--- config.mk ---
export PLATFORM = sky130hd
export DESIGN_NAME = sram_arbiter_flat
export DESIGN_NICKNAME = d
export VERILOG_FILES = /design/src/rtl/sram_arbiter_if.sv /design/src/rtl/sram_arbiter.sv /design/src/flat_wrapper.sv
export SDC_FILE = /design/constraint.sdc
export NUM_CORES = 1
export LEC_CHECK = 0
export ABC_AREA = 1
export CORE_AREA = 4 4 119 121
export CTS_BUF_LIST = sky130_fd_sc_hd__clkbuf_8
export CTS_CLUSTER_DIAMETER = 40
export DETAILED_ROUTE_END_ITERATION = 16
export DIE_AREA = 0 0 123 125
export GPL_TIMING_DRIVEN = 1
export PLACE_DENSITY = 0.58
export SLEW_MARGIN = 20
export SYNTH_ARGS = -nofsm -noshare
export SYNTH_HDL_FRONTEND = slang
export SYNTH_SLANG_ARGS = --single-unit
--- constraint.sdc ---
create_clock -name clk -period 2 [get_ports clk]
set_input_delay 0.3 -clock clk [delete_from_list [all_inputs] [get_ports clk]]
set_output_delay 0.3 -clock clk [all_outputs]
set_load 0.02 [all_outputs]
--- src/rtl/sram_arbiter_if.sv ---
// Bus bundle between the two pipeline requesters, the arbiter and the unified SRAM.
// The slave modport is the arbiter's view; master is the requesters plus RAM side.
interface sram_arbiter_if;
    logic        inst_req;
    logic        inst_wr;
    logic [3:0]  inst_wstrb;
    logic [31:0] inst_addr;
    logic [31:0] inst_wdata;
    logic        inst_addr_ok;
    logic        inst_data_ok;
    logic [31:0] inst_rdata;

    logic        data_req;
    logic        data_wr;
    logic [3:0]  data_wstrb;
    logic [31:0] data_addr;
    logic [31:0] data_wdata;
    logic        data_addr_ok;
    logic        data_data_ok;
    logic [31:0] data_rdata;

    logic        sram_en;
    logic [3:0]  sram_we;
    logic [31:0] sram_addr;
    logic [31:0] sram_wdata;
    logic [31:0] sram_rdata;

    modport slave (
        input  inst_req, inst_wr, inst_wstrb, inst_addr, inst_wdata,
        output inst_addr_ok, inst_data_ok, inst_rdata,
        input  data_req, data_wr, data_wstrb, data_addr, data_wdata,
        output data_addr_ok, data_data_ok, data_rdata,
        output sram_en, sram_we, sram_addr, sram_wdata,
        input  sram_rdata
    );

    modport master (
        output inst_req, inst_wr, inst_wstrb, inst_addr, inst_wdata,
        input  inst_addr_ok, inst_data_ok, inst_rdata,
        output data_req, data_wr, data_wstrb, data_addr, data_wdata,
        input  data_addr_ok, data_data_ok, data_rdata,
        input  sram_en, sram_we, sram_addr, sram_wdata,
        output sram_rdata
    );
endinterface

--- src/rtl/sram_arbiter.sv ---
// Two-requester arbiter for one single-port synchronous SRAM: data port has priority,
// instruction port is forced through after STARVE_LIMIT consecutive denials.
module sram_arbiter #(
    parameter int STARVE_LIMIT = 4,
    parameter int CNT_W        = 3
) (
    input  logic clk,
    input  logic reset,
    sram_arbiter_if.slave bus
);
    localparam logic [CNT_W-1:0] LIMIT = CNT_W'(STARVE_LIMIT);

    logic             force_inst;
    logic             gnt_data;
    logic             gnt_inst;
    logic             resp_valid_d, resp_valid_q;
    logic             resp_owner_d, resp_owner_q;
    logic [CNT_W-1:0] starve_cnt_d, starve_cnt_q;

    // Grants are blanked while reset is held so nothing reaches the RAM.
    always_comb begin
        force_inst = bus.inst_req && (starve_cnt_q == LIMIT);
        gnt_data   = !reset && bus.data_req && !force_inst;
        gnt_inst   = !reset && bus.inst_req && !gnt_data;
    end

    always_comb begin
        bus.sram_en    = gnt_inst | gnt_data;
        bus.sram_we    = 4'b0;
        bus.sram_addr  = 32'b0;
        bus.sram_wdata = 32'b0;
        if (gnt_data) begin
            bus.sram_we    = bus.data_wr ? bus.data_wstrb : 4'b0;
            bus.sram_addr  = bus.data_addr;
            bus.sram_wdata = bus.data_wdata;
        end else if (gnt_inst) begin
            bus.sram_we    = bus.inst_wr ? bus.inst_wstrb : 4'b0;
            bus.sram_addr  = bus.inst_addr;
            bus.sram_wdata = bus.inst_wdata;
        end
    end

    always_comb begin
        resp_valid_d = gnt_inst | gnt_data;
        resp_owner_d = gnt_data;
        starve_cnt_d = starve_cnt_q;
        if (gnt_inst || !bus.inst_req) begin
            starve_cnt_d = '0;
        end else if (gnt_data && (starve_cnt_q != LIMIT)) begin
            starve_cnt_d = starve_cnt_q + 1'b1;
        end
    end

    // Grant -> response stage: one cycle later the RAM word belongs to resp_owner_q.
    always_ff @(posedge clk or posedge reset) begin
        if (reset) begin
            resp_valid_q <= 1'b0;
            resp_owner_q <= 1'b0;
            starve_cnt_q <= '0;
        end else begin
            resp_valid_q <= resp_valid_d;
            resp_owner_q <= resp_owner_d;
            starve_cnt_q <= starve_cnt_d;
        end
    end

    always_comb begin
        bus.inst_addr_ok = gnt_inst;
        bus.data_addr_ok = gnt_data;
        bus.inst_data_ok = resp_valid_q && !resp_owner_q;
        bus.data_data_ok = resp_valid_q && resp_owner_q;
        bus.inst_rdata   = bus.sram_rdata;
        bus.data_rdata   = bus.sram_rdata;
    end
endmodule
--- src/flat_wrapper.sv ---
// flat-port wrapper written by rule: the top's interface ports become plain ports
module sram_arbiter_flat 
#(
    parameter int STARVE_LIMIT = 4,
    parameter int CNT_W        = 3
)
  (clk, reset, bus_inst_req, bus_inst_wr, bus_inst_wstrb, bus_inst_addr, bus_inst_wdata, bus_inst_addr_ok, bus_inst_data_ok, bus_inst_rdata, bus_data_req, bus_data_wr, bus_data_wstrb, bus_data_addr, bus_data_wdata, bus_data_addr_ok, bus_data_data_ok, bus_data_rdata, bus_sram_en, bus_sram_we, bus_sram_addr, bus_sram_wdata, bus_sram_rdata);
  sram_arbiter_if bus_i ();
  input  logic clk;
  input  logic reset;
  input wire logic [$bits(bus_i.inst_req)-1:0] bus_inst_req;
  input wire logic [$bits(bus_i.inst_wr)-1:0] bus_inst_wr;
  input wire logic [$bits(bus_i.inst_wstrb)-1:0] bus_inst_wstrb;
  input wire logic [$bits(bus_i.inst_addr)-1:0] bus_inst_addr;
  input wire logic [$bits(bus_i.inst_wdata)-1:0] bus_inst_wdata;
  output wire logic [$bits(bus_i.inst_addr_ok)-1:0] bus_inst_addr_ok;
  output wire logic [$bits(bus_i.inst_data_ok)-1:0] bus_inst_data_ok;
  output wire logic [$bits(bus_i.inst_rdata)-1:0] bus_inst_rdata;
  input wire logic [$bits(bus_i.data_req)-1:0] bus_data_req;
  input wire logic [$bits(bus_i.data_wr)-1:0] bus_data_wr;
  input wire logic [$bits(bus_i.data_wstrb)-1:0] bus_data_wstrb;
  input wire logic [$bits(bus_i.data_addr)-1:0] bus_data_addr;
  input wire logic [$bits(bus_i.data_wdata)-1:0] bus_data_wdata;
  output wire logic [$bits(bus_i.data_addr_ok)-1:0] bus_data_addr_ok;
  output wire logic [$bits(bus_i.data_data_ok)-1:0] bus_data_data_ok;
  output wire logic [$bits(bus_i.data_rdata)-1:0] bus_data_rdata;
  output wire logic [$bits(bus_i.sram_en)-1:0] bus_sram_en;
  output wire logic [$bits(bus_i.sram_we)-1:0] bus_sram_we;
  output wire logic [$bits(bus_i.sram_addr)-1:0] bus_sram_addr;
  output wire logic [$bits(bus_i.sram_wdata)-1:0] bus_sram_wdata;
  input wire logic [$bits(bus_i.sram_rdata)-1:0] bus_sram_rdata;
  assign bus_i.inst_req = bus_inst_req;
  assign bus_i.inst_wr = bus_inst_wr;
  assign bus_i.inst_wstrb = bus_inst_wstrb;
  assign bus_i.inst_addr = bus_inst_addr;
  assign bus_i.inst_wdata = bus_inst_wdata;
  assign bus_inst_addr_ok = bus_i.inst_addr_ok;
  assign bus_inst_data_ok = bus_i.inst_data_ok;
  assign bus_inst_rdata = bus_i.inst_rdata;
  assign bus_i.data_req = bus_data_req;
  assign bus_i.data_wr = bus_data_wr;
  assign bus_i.data_wstrb = bus_data_wstrb;
  assign bus_i.data_addr = bus_data_addr;
  assign bus_i.data_wdata = bus_data_wdata;
  assign bus_data_addr_ok = bus_i.data_addr_ok;
  assign bus_data_data_ok = bus_i.data_data_ok;
  assign bus_data_rdata = bus_i.data_rdata;
  assign bus_sram_en = bus_i.sram_en;
  assign bus_sram_we = bus_i.sram_we;
  assign bus_sram_addr = bus_i.sram_addr;
  assign bus_sram_wdata = bus_i.sram_wdata;
  assign bus_i.sram_rdata = bus_sram_rdata;
  sram_arbiter #(.STARVE_LIMIT(STARVE_LIMIT), .CNT_W(CNT_W)) u_core (.clk(clk), .reset(reset), .bus(bus_i));
endmodule
==> flow_metrics.tcl, run 1 <==
set metrics [dict create \
    syn_area_per_cell_um2 5.38 \
    rr_worst_depth 7 \
    wl_per_cell_um 15.1 \
    cts.sinks 5 \
    whs_ns 0.316 \
    synthSimpleGateAreaFrac_pct 54.7 \
    power_density_nw_per_um2 298 \
    critPathCaptureType "output port" \
    start_kind "register" \
    yosys.area_share.adder_pct 1.41 \
    numCtsBuffers 3 \
    leakagePower_uw 0.00193 \
    via_per_inst 4.03 \
    cts.htree.levels 1 \
    cp.arrival_ns 1.65 \
    r2r_start "u_core.starve_cnt_q[0]" \
    timing.setup.tns_ns 0 \
    ys.warnings.count 0 \
    die_area_um2 15400 \
    vdd_drop_max_uv 194 \
    gp_congestion 0.760 \
    cts_root_buf "clkbuf_8" \
    finalHoldViolCount 0 \
    dp.final_hpwl_mm 7.17 \
    grt_pass1_vias 2655 \
    die_h_um 125 \
    antenna_found_initial 0 \
    syn_to_final_growth_pct 115 \
    final.min_clock_period_ns 1.95 \
    post-route-util_pct 29.2 \
    cts_tree "yes" \
    cp_max_fo 20 \
    insertedDiodeCount 0 \
    drt_wl_total_mm 10.1 \
    synth_compound_area_share_pct 1.13 \
    clock.fmax_ghz 0.513 \
    ys_ff_latch 5 \
    drive_gt1_share_pct 22.7 \
    drtIter0Drc 89 \
    fin_crit_sh_pct 97.6 \
    worstSetupPathType "reg -> out" \
    ctsHoldBuffers 0 \
    start_util_pct 13.6 \
    syn-instance-count 331 \
    portBuffers 214 \
    core-area_um2 13100 \
    grt_pass1_wl_mm 13.5 \
    finalSetupViolations 0 \
    slew_headroom_pct 82.7 \
    rows 42 \
    ant_nets 0 \
    insertion_delay_ns 0.22 \
    dr.pass1.iters 4 \
    synth_seq_area_share_pct 7.03 \
    vias 2695 \
    syn-cell-area_um2 1780 \
    synth_nets 507 \
    track_usage_pct 10.9 \
    synth.mux.area_fraction_pct 0 \
    grt_max_degree 40 \
    critPathRequiredTime_ns 1.70 \
    drc 0 \
    pin_count 311 \
    slew_viol_final 0 \
    synth_top_family_by_area "simple AND/OR/NAND/NOR gates" \
    synth.distinct_cells 19 \
    cts_buffer_depth 2 \
    drv_cap 0 \
    power_uw 1140 \
    nets 670 \
    fp.dieW_um 123 \
    skew_ns 0.00380 \
    reg2reg_to "u_core.resp_valid_q" \
    hold_path_class "in -> async" \
    grt_overflow_total 0 \
    max_slew.worst_pin.slew_ns 0.256 \
    rrSetupSlack_ns 0.55 \
    cts.clk_slew.worst_paths_ns 0.04 \
    synth_xor_area_share_pct 0 \
    post-place-ws_ns -0.492 \
    fin_ws_ns 0.0488 \
    n_fill_cell 1437 \
    status "finished clean" \
]
## cells in the final DEF, fill, tap and decap left out, types with 2 or more instances in the layout
cell type	instances
nor2_4	2
clkbuf_16	4
buf_16	4
inv_1	8
nand3_1	66
buf_2	44
o21ai_0	3
clkbuf_8	3
inv_2	3
nand4_1	4
buf_6	3
clkdlybuf4s50_1	140
buf_4	36
dlygate4sd2_1	2
nand2_1	144
dfrtp_1	5
nand3b_1	4
buf_12	6
## state kept, by name, summed over array words and instances (netlist names)
register,count
u_core.resp_owner_q,1
u_core.starve_cnt_q,3
u_core.resp_valid_q,1
## synth_stat cells
cell type | count | area (µm²)
inv_1 | 10 | 37.5
nand3_2 | 1 | 10.0
nor3_1 | 1 | 5.00
buf_2 | 7 | 35.0
a21oi_1 | 1 | 5.00
nand4_1 | 4 | 25.0
inv_2 | 1 | 3.75
nor2_2 | 1 | 6.26
nor2_1 | 1 | 3.75
nand3_1 | 66 | 330
nand2_1 | 144 | 541
ha_1 | 2 | 25.0
clkbuf_1 | 7 | 26.3
nor2_4 | 1 | 11.3
dfrtp_1 | 5 | 125
nand2_4 | 1 | 11.3
o21ai_0 | 3 | 15.0
buf_4 | 71 | 533
nand3b_1 | 4 | 30.0
## per-layer routing
metal  vias to the layer above  global-route usage, %  share of wire, %
met5                         -                      0                 0
met3                        31                   3.61                11
li1                       1309                      -                 -
met2                       168                   19.8                50
met1                      1187                   11.9                37
met4                         0                   3.19               2.4
## worst max-delay path, stage by stage, from the launching register on
cell             delay (ns)
dfrtp_1                0.38
inv_2                  0.08
ha_4                   0.15
nand3_4                0.10
nand2_8                0.15
buf_16                 0.16
nand3b_1               0.08
nand2_1                0.06
clkdlybuf4s15_2        0.26
## worst max path at each step
stage                           start            endpoint
5_1_grt        u_core.starve_cnt_q[0]  bus_sram_wdata[15]
6_report       u_core.starve_cnt_q[0]      bus_sram_we[0]
2_1_floorplan  u_core.starve_cnt_q[0]    bus_inst_addr_ok
3_5_place_dp                    reset   bus_sram_wdata[1]
3_3_place_gp                    reset   bus_sram_wdata[1]
4_1_cts        u_core.starve_cnt_q[0]      bus_sram_we[2]
## timing repair
| item | 4_1_cts | 5_1_grt |
|---|---|---|
| gates resized for setup | 300 | 31 |
| buffers inserted | 2 | 4 |
| pin swaps | 1 | 2 |
| setup endpoints to repair | 71 | 51 |
| cloned | 3 | 6 |
## area by class of cell
cell class	instances	area, µm²	area share [%]
Clock buffer	3	41.3	1.08
Multi-Input combinational cell	230	1060	27.7
Sequential cell	5	125	3.27
Inverter	11	53.8	1.41
Timing Repair Buffer	243	2320	60.7
Clock inverter	1	3.75	0.0982
Tap cell	176	220	5.76
## kinds of logic after synthesis
family	Yosys count
simple gates	224
buf+inv	96
flops	5
compound gates	4
fa+ha+maj	2
## where the power goes
part / switching (µW) / internal (µW)
combinational: 379 / 464
clock: 54.9 / 132
sequential: 2.55 / 106
total: 437 / 702
## per-stage QoR
stage,instances,area (µm²)
floorplan,331,1780
global placement,650,3730
detailed placement,650,3730
CTS,659,3590
global route,669,3820
finish,669,3820
No activity file was read; power rests on OpenSTA's default activity.
==> inputs of run 2 (changes only) <==
- CORE_AREA: 4 4 119 121 -> 2 2 121 123
- PLACE_DENSITY: 0.58 -> 0.55
==> flow_metrics.tcl, run 2 (synthesis gave the netlist of run 1 again) <==
set metrics [dict create \
    status "finished clean" \
    core-area_um2 14200 \
    cts.sinks 5 \
    rows 44 \
    numCtsBuffers 3 \
    post-place-ws_ns -0.447 \
    cts_buffer_depth 2 \
    grt_max_degree 41 \
    cp.arrival_ns 1.64 \
    finalHoldViolCount 0 \
    cts_root_buf "clkbuf_8" \
    cts.clk_slew.worst_paths_ns 0.04 \
    dp.final_hpwl_mm 6.50 \
    reg.largest.list "u_core.starve_cnt_q x3, u_core.resp_owner_q x1, u_core.resp_valid_q x1" \
    max_stage_delay_ns 0.46 \
    clock.fmax_ghz 0.514 \
    cts_tree "yes" \
    start_util_pct 12.5 \
    grt_overflow_total 0 \
    start_kind "input pin" \
    worstSetupPathType "in -> out" \
    ant_nets 0 \
    drc 0 \
    fp.dieW_um 123 \
    leakagePower_uw 0.00185 \
    largest_reg_flops 3 \
    cp_num_buf_inv 5 \
    fin_ws_ns 0.0563 \
    critPathRequiredTime_ns 1.70 \
    die_h_um 125 \
    grt_pass1_vias 2666 \
    regMostFlops "u_core.starve_cnt_q" \
    track_usage_pct 9.90 \
    max_slew.worst_pin.slew_ns 0.220 \
    layout_common_cells "141 x clkdlybuf4s50_1, 140 x nand2_1, 66 x nand3_1" \
    vias 2654 \
    timing.setup.tns_ns 0 \
    cpMostUsedCell "nand2_1" \
    post-route-util_pct 26.0 \
    crit_family "buffers and inverters" \
    rsz0062_at_grt "yes" \
    die_area_um2 15400 \
    fin_crit_sh_pct 97.2 \
    insertion_delay_ns 0.22 \
    power_density_nw_per_um2 296 \
    drive_gt1_share_pct 22.3 \
    dr.pass1.iters 4 \
    antenna_found_initial 1 \
    path_cells "clkdlybuf4s50_1, inv_1, nor2_4, nand2_8, clkinv_8, buf_12, nand2_1, nand2_1, buf_4" \
    drt_wl_total_mm 8.50 \
    grt_pass1_wl_mm 12.4 \
    cp_max_fo 19 \
    slew_viol_final 0 \
    critPathCaptureType "output port" \
    syn_to_final_growth_pct 107 \
    via_per_inst 3.96 \
    portBuffers 214 \
    skew_ns 0.00160 \
    pin_count 311 \
    gp_congestion 0.701 \
    hold_path_class "in -> async" \
    cts.htree.levels 1 \
    finalSetupViolations 0 \
    final.min_clock_period_ns 1.94 \
    final_common_cell "clkdlybuf4s50_1" \
    vdd_drop_max_uv 122 \
    drtIter0Drc 107 \
    wl_per_cell_um 12.7 \
    slew_headroom_pct 85.2 \
    drv_cap 0 \
    nets 662 \
    worst_path_max_delay_cell "clkdlybuf4s50_1" \
]
## run 2: cell types whose count changed in the layout (fill, tap and decap cells not counted), moves of 2 or more
cell,change
buf_2,+2
buf_12,+2
buf_16,-2
clkbuf_16,-4
nand2_2,+4
nand2_1,-4
buf_6,+2
buf_4,-5
## run 2: path summary, 6_finish.rpt
check	start	endpoint	slack, ns	cells past startpoint
setup / recovery	bus_data_req	bus_sram_wdata[11]	0.06	9
hold / removal	reset	u_core.starve_cnt_q[0]	0.32	3
setup reg to reg	u_core.starve_cnt_q[1]	u_core.resp_valid_q	0.61	7
hold reg to reg	u_core.starve_cnt_q[0]	u_core.starve_cnt_q[0]	0.61	2
max in group asynchronous	reset	u_core.starve_cnt_q[2]	1.51	3
min in group clk	bus_sram_rdata[28]	bus_data_rdata[28]	0.60	0
## run 2: tightest hold or removal path, cell delays in order
cell           delay [ns]
dlygate4sd2_1        0.26
buf_4                0.17
inv_1                0.16
## run 2: per-stage QoR
stage	cell area (µm²)	std cells	hold WS [ns]	total power [µW]
after floorplan	1780	331	0.0785	591
after global placement	3750	659	0.556	934
after detailed placement	3750	659	0.579	938
after CTS	3600	669	0.327	1080
after global routing	3690	670	0.353	1150
final	3690	670	0.316	1090
## run 2: per-layer routing
metal	part of all wire, %	GRT usage [%]
met5	0	0
met3	11	2.60
met2	49	18.3
met1	38	10.9
met4	2.2	2.94
## run 2: where the power goes
part | switching (µW) | internal [µW]
Combinational | 362 | 437
Clock | 50.5 | 132
Sequential | 2.43 | 106
## run 2: layout make-up
| class | count | area [µm²] |
|---|---|---|
| Antenna cell | 1 | 2.50 |
| Clock buffer | 3 | 41.3 |
| Clock inverter | 1 | 3.75 |
| Fill cell | 1616 | 10500 |
| Inverter | 11 | 53.8 |
| Multi-Input combinational cell | 230 | 1070 |
| Sequential cell | 5 | 125 |
| Tap cell | 184 | 230 |
| Timing Repair Buffer | 235 | 2160 |
## run 2: timing repair
action | CTS | global route
resized for setup | 301 | 35
cloned | 3 | 0
hold buffers | 0 | 0
setup buffers | 3 | 1
setup endpoints to repair | 71 | 54
pin swaps | 1 | 3
